`src/rtl/cpu_pkg.sv`:
```
// cpu_pkg: shared FSM encodings and trap-cause constants for the PC generator
package cpu_pkg;

    typedef enum logic [1:0] {
        ST_IDLE  = 2'd0,
        ST_ARMED = 2'd1,
        ST_RUN   = 2'd2
    } pc_state_t;

    // Value of the trap_cause MSB: interrupts vs synchronous exceptions
    localparam logic CAUSE_INT = 1'b1;
    localparam logic CAUSE_EXC = 1'b0;

endpackage

```
`src/rtl/irq_pend_arb.sv`:
```
// irq_pend_arb: per-channel rising-edge pending latches with lowest-index-wins arbitration
module irq_pend_arb #(
    parameter int NUM_IRQ = 4,
    parameter int IW      = (NUM_IRQ > 1) ? $clog2(NUM_IRQ) : 1
) (
    input  logic               clk,
    input  logic               rst,
    input  logic [NUM_IRQ-1:0] i_lvl,
    input  logic [NUM_IRQ-1:0] i_en,
    input  logic               i_take,
    output logic               o_valid,
    output logic [IW-1:0]      o_idx
);

    logic [NUM_IRQ-1:0] r_prev;
    logic [NUM_IRQ-1:0] r_pend;
    logic [NUM_IRQ-1:0] w_elig;
    logic [NUM_IRQ-1:0] w_clr;
    logic [NUM_IRQ-1:0] w_rise;

    assign w_elig = r_pend & i_en;
    assign w_rise = i_lvl & ~r_prev;
    assign w_clr  = i_take ? (NUM_IRQ'(1) << o_idx) : '0;

    // Lowest eligible channel wins; scan high to low so the last hit is the lowest
    always_comb begin
        o_valid = 1'b0;
        o_idx   = '0;
        for (int i = NUM_IRQ - 1; i >= 0; i--) begin
            if (w_elig[i]) begin
                o_valid = 1'b1;
                o_idx   = IW'(i);
            end
        end
    end

    // A fresh edge in the take cycle re-arms the channel, so the set term wins over clear
    always_ff @(posedge clk or posedge rst) begin
        if (rst) begin
            r_prev <= '0;
            r_pend <= '0;
        end else begin
            r_prev <= i_lvl;
            r_pend <= (r_pend & ~w_clr) | w_rise;
        end
    end

endmodule

```
`src/rtl/pc_gen_vec.sv`:
```
// pc_gen_vec: program counter generator with start FSM, traps and vectored interrupts
module pc_gen_vec
    import cpu_pkg::*;
#(
    parameter int AW      = 30,
    parameter int NUM_IRQ = 4,
    parameter int CW      = $clog2(NUM_IRQ) + 1
) (
    input  logic               clk,
    input  logic               rst,
    input  logic               cpu_start,
    input  logic [AW-1:0]      cpu_start_adr,
    input  logic               cpu_stat_pc,
    input  logic [NUM_IRQ-1:0] irq_lvl,
    input  logic [NUM_IRQ-1:0] irq_en,
    input  logic               ecall_ex,
    input  logic               exc_ex,
    input  logic               xret_ex,
    input  logic               jmp_ex,
    input  logic [AW-1:0]      jmp_adr_ex,
    input  logic [AW-1:0]      csr_tvec_ex,
    input  logic               tvec_mode,
    input  logic [AW-1:0]      csr_epc_ex,
    output logic [AW-1:0]      pc,
    output logic [AW-1:0]      pc_epc,
    output logic               trap_taken,
    output logic [CW-1:0]      trap_cause
);

    localparam int IW = (NUM_IRQ > 1) ? $clog2(NUM_IRQ) : 1;

    pc_state_t     r_state;
    pc_state_t     w_state_nxt;
    logic [AW-1:0] r_pc;
    logic [AW-1:0] w_pc_nxt;
    logic [AW-1:0] w_step;
    logic [AW-1:0] w_irq_tgt;
    logic [CW-1:0] r_cause;
    logic [CW-1:0] w_cause_nxt;
    logic [CW-1:0] w_irq_cause;
    logic [IW-1:0] w_idx;
    logic          w_irq_valid;
    logic          w_exc;
    logic          w_adv;
    logic          w_take_irq;
    logic          w_trap;

    irq_pend_arb #(.NUM_IRQ(NUM_IRQ), .IW(IW)) u_arb (
        .clk     (clk),
        .rst     (rst),
        .i_lvl   (irq_lvl),
        .i_en    (irq_en),
        .i_take  (w_take_irq),
        .o_valid (w_irq_valid),
        .o_idx   (w_idx)
    );

    assign w_step      = r_pc + AW'(1);
    assign w_exc       = ecall_ex | exc_ex;
    assign w_irq_tgt   = tvec_mode ? csr_tvec_ex + AW'(w_idx) : csr_tvec_ex;
    assign w_irq_cause = CW'(w_idx) | (CW'(CAUSE_INT) << (CW - 1));
    assign w_adv       = (r_state == ST_RUN) && !cpu_start && cpu_stat_pc;
    assign w_trap      = w_adv && (w_exc || w_irq_valid);
    assign w_take_irq  = w_adv && !w_exc && w_irq_valid;

    // Next state, next pc and trap cause; a restart request in RUN beats the strobe
    always_comb begin
        w_state_nxt = r_state;
        w_pc_nxt    = r_pc;
        w_cause_nxt = r_cause;
        if (r_state == ST_IDLE) begin
            w_state_nxt = cpu_start ? ST_ARMED : ST_IDLE;
        end else if (r_state == ST_ARMED) begin
            w_state_nxt = cpu_stat_pc ? ST_RUN : ST_ARMED;
            w_pc_nxt    = cpu_stat_pc ? cpu_start_adr : r_pc;
        end else if (cpu_start) begin
            w_state_nxt = ST_ARMED;
        end else if (cpu_stat_pc) begin
            w_pc_nxt    = w_exc       ? csr_tvec_ex :
                          w_irq_valid ? w_irq_tgt   :
                          xret_ex     ? csr_epc_ex  :
                          jmp_ex      ? jmp_adr_ex  : w_step;
            w_cause_nxt = w_exc       ? CW'(CAUSE_EXC) << (CW - 1) :
                          w_irq_valid ? w_irq_cause : r_cause;
        end
    end

    // State, pc and cause registers
    always_ff @(posedge clk or posedge rst) begin
        if (rst) begin
            r_state <= ST_IDLE;
            r_pc    <= '0;
            r_cause <= '0;
        end else begin
            r_state <= w_state_nxt;
            r_pc    <= w_pc_nxt;
            r_cause <= w_cause_nxt;
        end
    end

    assign pc         = r_pc;
    assign trap_taken = w_trap;
    assign trap_cause = r_cause;
    assign pc_epc     = ecall_ex ? w_step :
                        exc_ex   ? r_pc   :
                        jmp_ex   ? jmp_adr_ex : w_step;

endmodule

```
`config.mk`:
```
export PLATFORM = sky130hd
export DESIGN_NAME = pc_gen_vec
export DESIGN_NICKNAME = d
export VERILOG_FILES = /design/src/rtl/cpu_pkg.sv /design/src/rtl/irq_pend_arb.sv /design/src/rtl/pc_gen_vec.sv
export SDC_FILE = /design/constraint.sdc
export NUM_CORES = 1
export LEC_CHECK = 0
export BUFFER_PORTS_ARGS = -buffer_cell sky130_fd_sc_hd__buf_2
export CORE_MARGIN = 1
export CORE_UTILIZATION = 28
export DETAILED_ROUTE_END_ITERATION = 6
export SLEW_MARGIN = 20
export SYNTH_ARGS = -nofsm -noshare
export SYNTH_HDL_FRONTEND = slang
export SYNTH_SLANG_ARGS = --single-unit
```
`constraint.sdc`:
```
create_clock -name clk -period 3.5 [get_ports clk]
set_input_delay 0.7 -clock clk [delete_from_list [all_inputs] [get_ports clk]]
set_output_delay 0.7 -clock clk [all_outputs]
set_load 0.01 [all_outputs]
```
==> results.toml, run 1 <==
[cts]
clockBufferDepth = 2
htree_levels = 2
cts_tree = "done"
clockRootBuffer = "clkbuf_16"
ctsHoldBuffers = 0
cts_sinks = 43
clk_latency_ns = 0.29
clk_pin_slew_ns = 0.07
cts_inserted_buffers = 5

[floorplanning]
fp.dieW_um = 141
pin_count = 201
die_area_mm2 = 0.0199
core_mm2 = 0.0188
initial_core_util_pct = 28.7
std_cell_rows = 50
die_y_um = 141

[sta]
period_share_pct = 99.7
slew_headroom_pct = 45.6
max_freq_ghz = 0.287
skew_ns = 0.00241
rsz0062_at_grt = "yes"
tns_ns = 0
drv_slew = 0
tightest_slew_ns = 0.811
period_minus_slack_ns = 3.49
finalSetupViolations = 0
finalHoldViolCount = 0
hold-worst-slack_ns = 0.410

[status]
status = "completed"

[worst_setup_path]
cp_max_fo = 10
worst_setup_path_start_kind = "flip-flop"
crit_arrival_ns = 2.79
critPathMaxStageDelay_ns = 0.65
cp_cell_sequence = "nand4_1 -> or3_1 -> nor4_4 -> o21ai_0 -> a222oi_1 -> buf_2"
crit_path_end_kind = "output pin"
reg2reg_depth = 12
startpoint = "pc[15]"
critical_path_depth = 6
timing.rr.start = "u_arb.r_pend[3]"
cpLargestDelayFamily = "simple AND/OR/NAND/NOR gates"
critPathBufInv = 1
critPathKind = "reg2out"
crit_slowest_cell = "or3_1"
required_ns = 2.80

[synth]
synth_ff_type = "dfrtp_1"
async_flop_share_pct = 100
ys_ff_latch = 43
yosysWarnings = 0
netlist_area_mm2 = 0.00541
netlist_instances = 770
syn-mean-instance-area_um2 = 7.02
ys_types = 72
synth-edff-count = 0
ys_seq_area_share_pct = 19.9
syn_nets = 911

[routing]
wl_per_cell_um = 21.9
wl_met2_um = 11500
top_layer_used = "met5"
drcViolationCount = 0
ant_nets = 0
drt_iter0_drc = 906
drt_pass1_iterations = 6
wl_met1_um = 11500
vias = 7192
wirelength_um = 26700
viasPerCell = 5.90
dr_wl_met3_um = 2890

[pwr]
leakagePower_uw = 0.00288
vdd_drop_max_uv = 228
power.switching_uw = 1990
p_per_area_mw_per_mm2 = 558
switching_share_pct = 50.9
power.share.clock_pct = 12.7
seqPwrFrac_pct = 25.9
pwr-share-comb_pct = 61.4
p_int_uw = 1910

[grt]
grt_pass1_wl_um = 39600
grt_overflow = 0
grt_max_degree = 35
antenna_found_initial = 7
grtUsageTotal_pct = 26.1
grt_pass1_vias = 6569

[min_path]
hold_path_class = "in2async"

[placed_design]
dp_hpwl_um = 20700
io_buffer_count = 200
gp_congestion = 0.921

[finish]
area_growth_syn_to_layout_pct = 29.4
nNetsFinal = 1097
drive_above_1_share_pct = 29.5

[job]
cap_violations = 0
==> repair_timing <==
item,in CTS,in global routing
setup endpoints to repair,1,9
cloned,0,0
resized for setup,1,6
endpoints found under the hold margin,0,0
buffers inserted,0,2
pin swaps,0,1
==> flip-flops by register name, indices dropped and copies added (netlist names) <==
| signal | flops |
|---|---|
| r_state | 2 |
| u_arb.r_pend | 4 |
| trap_cause | 3 |
| u_arb.r_prev | 4 |
| pc | 30 |
==> per-layer routing <==
layer | vias up | GRT usage, %
met3 | 55 | 6.18
met4 | 6 | 8.98
met2 | 447 | 39.0
li1 | 3313 | -
met5 | - | 0
met1 | 3371 | 36.4
==> kinds of logic (layout without fill, tap and decap cells) <==
logic type | Yosys count | in the layout | share of synthesized area, %
AO/OA/AOI/OAI | 305 | 305 | 37.7
AND/OR/NAND/NOR | 281 | 281 | 27.0
buffers and inverters | 94 | 281 | 7.08
flip-flops | 43 | 43 | 19.9
XOR/XNOR | 33 | 33 | 5.35
multiplexers | 10 | 10 | 1.90
adder cells (fa/ha/maj) | 4 | 4 | 1.06
other | 0 | 3 | 0
==> cell usage after synthesis, types with 5 or more instances <==
master,count,area share [%]
a221oi_1,9,1.5
xnor2_1,20,3.2
or3_1,12,1.4
clkbuf_1,48,3.3
o31a_1,7,1.1
buf_1,7,0.49
nor4_1,8,0.93
o221ai_1,5,0.81
o32ai_1,8,1.3
a22oi_1,19,2.6
and3_1,14,1.6
o31ai_1,6,0.83
nand3_1,30,2.8
nor3_1,24,2.2
o21ai_0,71,6.6
nand4_1,17,2.0
buf_2,6,0.56
a31oi_1,31,3.6
inv_1,26,1.8
a32oi_1,5,0.81
dfrtp_1,43,20
nand2b_1,14,1.6
xor2_1,13,2.1
nor2_1,64,4.4
a21oi_1,52,4.8
a211oi_1,6,0.83
nand2_1,71,4.9
o22ai_1,10,1.2
mux2i_1,8,1.5
o211ai_1,15,2.1
o21a_1,15,2.1
==> cells in the final DEF (no fill, tap or decap), drive strengths merged, types with 4 or more instances in the layout <==
master	netlist	layout
o22ai	10	10
xnor2	20	20
o21a	15	15
a22oi	19	19
mux2i	8	8
nor2	64	64
buf	18	245
nand3	31	31
xor2	13	13
a32oi	5	5
a21oi	52	52
o31ai	6	6
clkbuf	48	5
or3	12	12
a31oi	31	31
a211oi	6	6
nand2	71	71
o211ai	15	15
o41ai	4	4
nand2b	14	14
or4	5	5
o311ai	4	4
nand4	17	17
nor3	27	27
o221ai	5	5
o21ai	72	72
and3	14	14
a221oi	9	9
inv	27	27
dfrtp	43	43
nor4	12	12
o31a	7	7
o32ai	8	8
==> cell type report <==
class                           count  area [um^2]
Clock inverter                      3         23.8
Sequential cell                    43         1080
Clock buffer                        5          125
Inverter                           28          105
Multi-Input combinational cell    633         3980
Tap cell                          260          325
Timing Repair Buffer              245         1350
Fill cell                        2013        11800
Antenna cell                        3         7.51
==> final timing paths <==
path	to	slack, ns
max in group asynchronous	pc[10]	2.29
min in group clk	u_arb.r_pend[1]	0.42
max	pc_epc[23]	0.01
min	u_arb.r_pend[0]	0.41
min reg2reg	u_arb.r_pend[1]	0.42
max reg2reg	pc[28]	0.58
==> power groups by stage <==
stage | clock (uW) | sequential [uW] | combinational (uW)
after floorplan | 0 | 976 | 1330
after global placement | 0 | 1000 | 2310
after detailed placement | 0 | 1000 | 2330
after CTS | 500 | 994 | 2340
after global routing | 514 | 1040 | 2590
final | 495 | 1010 | 2390
==> metrics by stage <==
step | setup slack [ns] | util [%] | instances | power, uW | area, um^2
2_1_floorplan | 0.294 | - | 770 | 2300 | 5410
3_3_place_gp | 0.321 | 36.1 | 1207 | 3310 | 6800
3_5_place_dp | 0.249 | 36.1 | 1207 | 3340 | 6800
4_1_cts | 0.0169 | 36.9 | 1215 | 3840 | 6950
5_1_grt | -0.0263 | 37.1 | 1218 | 4140 | 6990
6_report | 0.0120 | 37.1 | 1220 | 3900 | 7000
Power figures use the tool's default switching activity.
==> run 2: changes to the inputs <==
- CORE_ASPECT_RATIO: unset -> 2
- CTS_BUF_LIST: unset -> sky130_fd_sc_hd__clkbuf_16
==> run 2 against run 1 <==
Compared with the run above:
- sequential power fell by 4%
- wire length rose by 3.7%
- register-to-register slack barely moved
- critical endpoint unchanged
- worst setup slack improved by 0.036 ns
- count of clock-buffer cells in the layout did not move
- clock skew rose by 0.0055 ns
- global-route usage rose by 1.2 points
==> results.toml, run 2 (synthesis gave the netlist of run 1 again) <==
[sta]
skew_ns = 0.00790
setup_ws_ns = 0.0481
period_share_pct = 98.6
finalHoldViolCount = 0
max_freq_ghz = 0.290
finalSetupViolations = 0
rsz0062_at_grt = "yes"
slew_headroom_pct = 36.9
drv_slew = 0
tightest_slew_ns = 0.943
tns_ns = 0
period_minus_slack_ns = 3.45

[finish]
area_growth_syn_to_layout_pct = 29.4
finalInstanceArea_mm2 = 0.00700
final_core_util_pct = 37.1
final_common_cell = "buf_2"
nFillCells = 2106
antenna_cells = 0
most-common-layout-cells = "200 x buf_2, 71 x nand2_1, 71 x o21ai_0"
nNetsFinal = 1100
drive_above_1_share_pct = 29.7
largest_reg_flops = 30

[grt]
grtUsageTotal_pct = 27.2
grt_pass1_vias = 7066
grt_max_degree = 44
grt_overflow = 0
antenna_found_initial = 1
grt_pass1_wl_um = 40900

[placed_design]
gp_congestion = 0.944
dp_hpwl_um = 21900
dp_slack_ns = 0.203
placed_area_mm2 = 0.00683
io_buffer_count = 200

[cts]
clockBufferDepth = 2
clk_pin_slew_ns = 0.06
cts_tree = "done"
cts_sinks = 43
cts_inserted_buffers = 5
clk_latency_ns = 0.30
ctsHoldBuffers = 0
clockRootBuffer = "clkbuf_16"
htree_levels = 2

[floorplanning]
fp.dieW_um = 100
std_cell_rows = 71
core_mm2 = 0.0188
die_area_mm2 = 0.0199
pin_count = 201
die_y_um = 199
initial_core_util_pct = 28.7

[min_path]
holdPathStages = 1
hold_path_class = "reg2reg"
hp-start = "u_arb.r_prev[0]"
hold_path_end = "u_arb.r_pend[0]"

[worst_setup_path]
crit_path_end_kind = "output pin"
critPathMaxStageDelay_ns = 0.65
cp_max_fo = 11
crit_slowest_cell = "or4_4"
critPathBufInv = 1
required_ns = 2.80
timing.rr.start = "u_arb.r_pend[3]"
r2r_slack_ns = 0.57
crit_arrival_ns = 2.75
critical_path_depth = 6
worst_setup_path_start_kind = "flip-flop"
reg2reg_depth = 14
worstReg2RegEnd = "pc[10]"
cp_cell_sequence = "nand4_1 -> or4_4 -> nor4_4 -> o21ai_0 -> a222oi_1 -> buf_2"
cpLargestDelayFamily = "simple AND/OR/NAND/NOR gates"
critPathKind = "reg2out"

[routing]
viasPerCell = 6.08
drt_pass1_iterations = 5
wl_per_cell_um = 22.8
drt_iter0_drc = 625
wl_met2_um = 13600
drcViolationCount = 0
dr_wl_met3_um = 2040
ant_nets = 0
wl_met1_um = 9980
wirelength_um = 27600
top_layer_used = "met4"
vias = 7386

[pwr]
switching_share_pct = 50.6
vdd_drop_max_uv = 228
power.share.clock_pct = 12.2
leakagePower_uw = 0.00290
pwr-share-comb_pct = 62.8
seqPwrFrac_pct = 24.9
p_int_uw = 1920
p_per_area_mw_per_mm2 = 554
power.switching_uw = 1960

[job]
cap_violations = 0

[status]
status = "completed"
==> run 2: final cells by class <==
class / instances / area (um^2) / share of cell area, %
multi-input cells: 633 / 3980 / 56.9
repair buffers: 248 / 1370 / 19.6
flip-flops and latches: 43 / 1080 / 15.4
well taps: 255 / 319 / 4.56
clock buffers: 5 / 125 / 1.79
inverters: 28 / 106 / 1.52
clock inverters: 3 / 12.5 / 0.179
==> run 2: per-stage QoR <==
stage / hold WS, ns / cells / total power, uW
after detailed placement: 0.416 / 1206 / 3350
after floorplan: 0.400 / 770 / 2300
after global placement: 0.406 / 1206 / 3340
after global routing: 0.433 / 1215 / 4120
final: 0.419 / 1215 / 3880
after CTS: 0.425 / 1214 / 3830
==> run 2: power groups by stage <==
stage | logic, uW | clock network (uW) | registers [uW]
floorplan | 1330 | 0 | 976
global placement | 2380 | 0 | 965
detailed placement | 2390 | 0 | 965
CTS | 2400 | 481 | 957
global route | 2630 | 496 | 993
finish | 2440 | 474 | 966
==> run 2: worst max path at each step <==
stage / to / from
floorplan: pc_epc[18] / pc[0]
global placement: pc[10] / irq_en[3]
global route: pc_epc[16] / pc[0]
detailed placement: pc[28] / irq_en[3]
finish: pc_epc[23] / pc[10]
CTS: pc_epc[22] / pc[0]
==> run 2: worst register-to-register path: cells and delay by family (launching register included) <==
kind | cells | cell delay, ns
AND/OR/NAND/NOR | 5 | 0.96
AO/OA/AOI/OAI | 4 | 0.52
flip-flops | 1 | 0.40
buffers and inverters | 3 | 0.39
adder cells (fa/ha/maj) | 2 | 0.56
==> run 2: metal layers <==
metal	vias up	track usage, %
met2	460	46.7
met4	0	19.1
met3	126	3.41
li1	3316	-
met5	-	0
met1	3484	30.9
==> run 2: repair_timing <==
item                                    4_1_cts  5_1_grt
resized for setup                             0        6
buffers inserted                              0        1
endpoints found under the setup margin        0        7
==> run 3: changes to the inputs <==
- clock period: 3.5 -> 3.4 ns (I/O delays scaled with it)
==> run 3 against run 2 <==
Compared with the run above:
- sequential share of layout area fell by 0.55 points
- worst setup slack got worse by 0.032 ns
- critical path depth rose by 2
- hold slack improved by 0.0018 ns
- via count rose by 1.5%
- critical endpoint unchanged
- largest power group unchanged
- highest routed layer unchanged
==> results.toml, run 3 (synthesis gave the netlist of run 1 again) <==
[grt]
grt_max_degree = 44
grt_pass1_wl_um = 40700
grtUsageTotal_pct = 27.1
antenna_found_initial = 5
grt_overflow = 0
grt_pass1_vias = 7087

[floorplanning]
die_y_um = 199
fp.dieW_um = 100
pin_count = 201
core_mm2 = 0.0188
initial_core_util_pct = 28.7
die_area_mm2 = 0.0199
std_cell_rows = 71

[pwr]
leakagePower_uw = 0.00305
p_total_uw = 4250
p_per_area_mw_per_mm2 = 585
vdd_drop_max_uv = 247

[worst_setup_path]
startpoint = "pc[0]"
worstReg2RegEnd = "pc[10]"
timing.rr.start = "u_arb.r_pend[3]"
r2r_slack_ns = 0.47
crit_path_end_kind = "output pin"
crit_arrival_ns = 2.70
cp_max_fo = 6
required_ns = 2.72
worst_setup_path_start_kind = "flip-flop"
critPathKind = "reg2out"
reg2reg_depth = 14

[routing]
wl_per_cell_um = 22.4
ant_nets = 0
drt_iter0_drc = 870
drt_pass1_iterations = 6
viasPerCell = 6.05
drcViolationCount = 0
wirelength_um = 27800
vias = 7494

[placed_design]
dp_hpwl_um = 21700
placedCellCount = 1213
io_buffer_count = 200
gp_congestion = 1.00

[min_path]
hold_path_end = "u_arb.r_pend[0]"
hp-start = "u_arb.r_prev[0]"
hold_path_class = "reg2reg"
holdPathStages = 1

[sta]
finalHoldViolCount = 0
drv_slew = 0
max_freq_ghz = 0.296
tightest_slew_ns = 0.883
period_share_pct = 99.5
rsz0062_at_grt = "yes"
finalSetupViolations = 0
period_minus_slack_ns = 3.38
skew_ns = 0.00933
slew_headroom_pct = 40.9

[cts]
clk_latency_ns = 0.30
clk_pin_slew_ns = 0.07
cts_tree = "done"
clockRootBuffer = "clkbuf_16"
cts_sinks = 43
htree_levels = 2
cts_inserted_buffers = 5
clockBufferDepth = 2
ctsHoldBuffers = 0

[finish]
area_growth_syn_to_layout_pct = 34.1
nNetsFinal = 1119
final_common_cell = "buf_2"
largest_reg_flops = 30
most-common-layout-cells = "200 x buf_2, 71 x nand2_1, 71 x o21ai_0"
stdcell_count = 1239
drive_above_1_share_pct = 31.6

[job]
cap_violations = 0

[status]
status = "completed"
## run 3: cell types whose count changed in the layout (fill, tap and decap cells not counted), sizes merged
| cell | before | now |
|---|---|---|
| clkbuf | 5 | 6 |
| buf | 248 | 266 |
| diode | 0 | 5 |
| clkinv | 3 | 2 |
| bufinv | 0 | 2 |
| inv | 28 | 27 |
## run 3: power by group
group / internal (uW) / leakage (uW) / switching [uW]
clock: 419 / 0.0000952 / 221
combinational: 1060 / 0.00246 / 1540
sequential: 710 / 0.000489 / 290
## run 3: worst max path at each step
stage / to / slack [ns] / cells after the start
after floorplan: pc_epc[18] / 0.21 / 8
after global placement: pc[28] / 0.20 / 13
after detailed placement: pc[28] / 0.13 / 13
after CTS: pc_epc[23] / 0.01 / 6
after global routing: pc_epc[26] / -0.02 / 9
final: pc_epc[23] / 0.02 / 8
## run 3: critical path, stage by stage, from the launching register on
cell and delay [ns]:
dfrtp_1 0.42, buf_6 0.12, nand4_1 0.14, or4_4 0.55, nor4_4 0.33, buf_4 0.18, xnor2_1 0.05, a222oi_1 0.39
buf_2 0.22
## run 3: layout make-up
class,instances,area [um^2]
flip-flops and latches,43,1080
diodes,5,12.5
well taps,255,319
multi-input cells,633,4020
clock inverters,3,63.8
fillers,2090,11600
clock buffers,5,125
inverters,28,106
repair buffers,267,1520
## run 3: metrics by stage
stage	hold slack [ns]	worst slack, ns	util, %	TNS (ns)	instance area (um^2)
2_1_floorplan	0.400	0.214	-	0	5410
3_3_place_gp	0.404	0.197	36.5	0	6870
3_5_place_dp	0.418	0.135	36.5	0	6870
4_1_cts	0.427	0.0116	37.6	0	7090
5_1_grt	0.435	-0.0155	38.5	-0.0280	7250
6_report	0.421	0.0163	38.5	0	7250
## run 3: what timing repair did
item / in CTS / in global routing
gates resized for setup: 0 / 15
setup endpoints to repair: 2 / 11
setup buffers: 3 / 10
pin swaps: 1 / 8
## run 3: layer usage
layer  vias to the layer above  GRT usage (%)  part of all wire (%)  wire, um
li1                       3364              -                     -         -
met5                         -              0                     0         0
met2                       509           46.1                    50     13800
met3                       123           3.69                   7.6      2120
met4                         0           18.7                   7.0      1930
met1                      3498           30.8                    36      9930
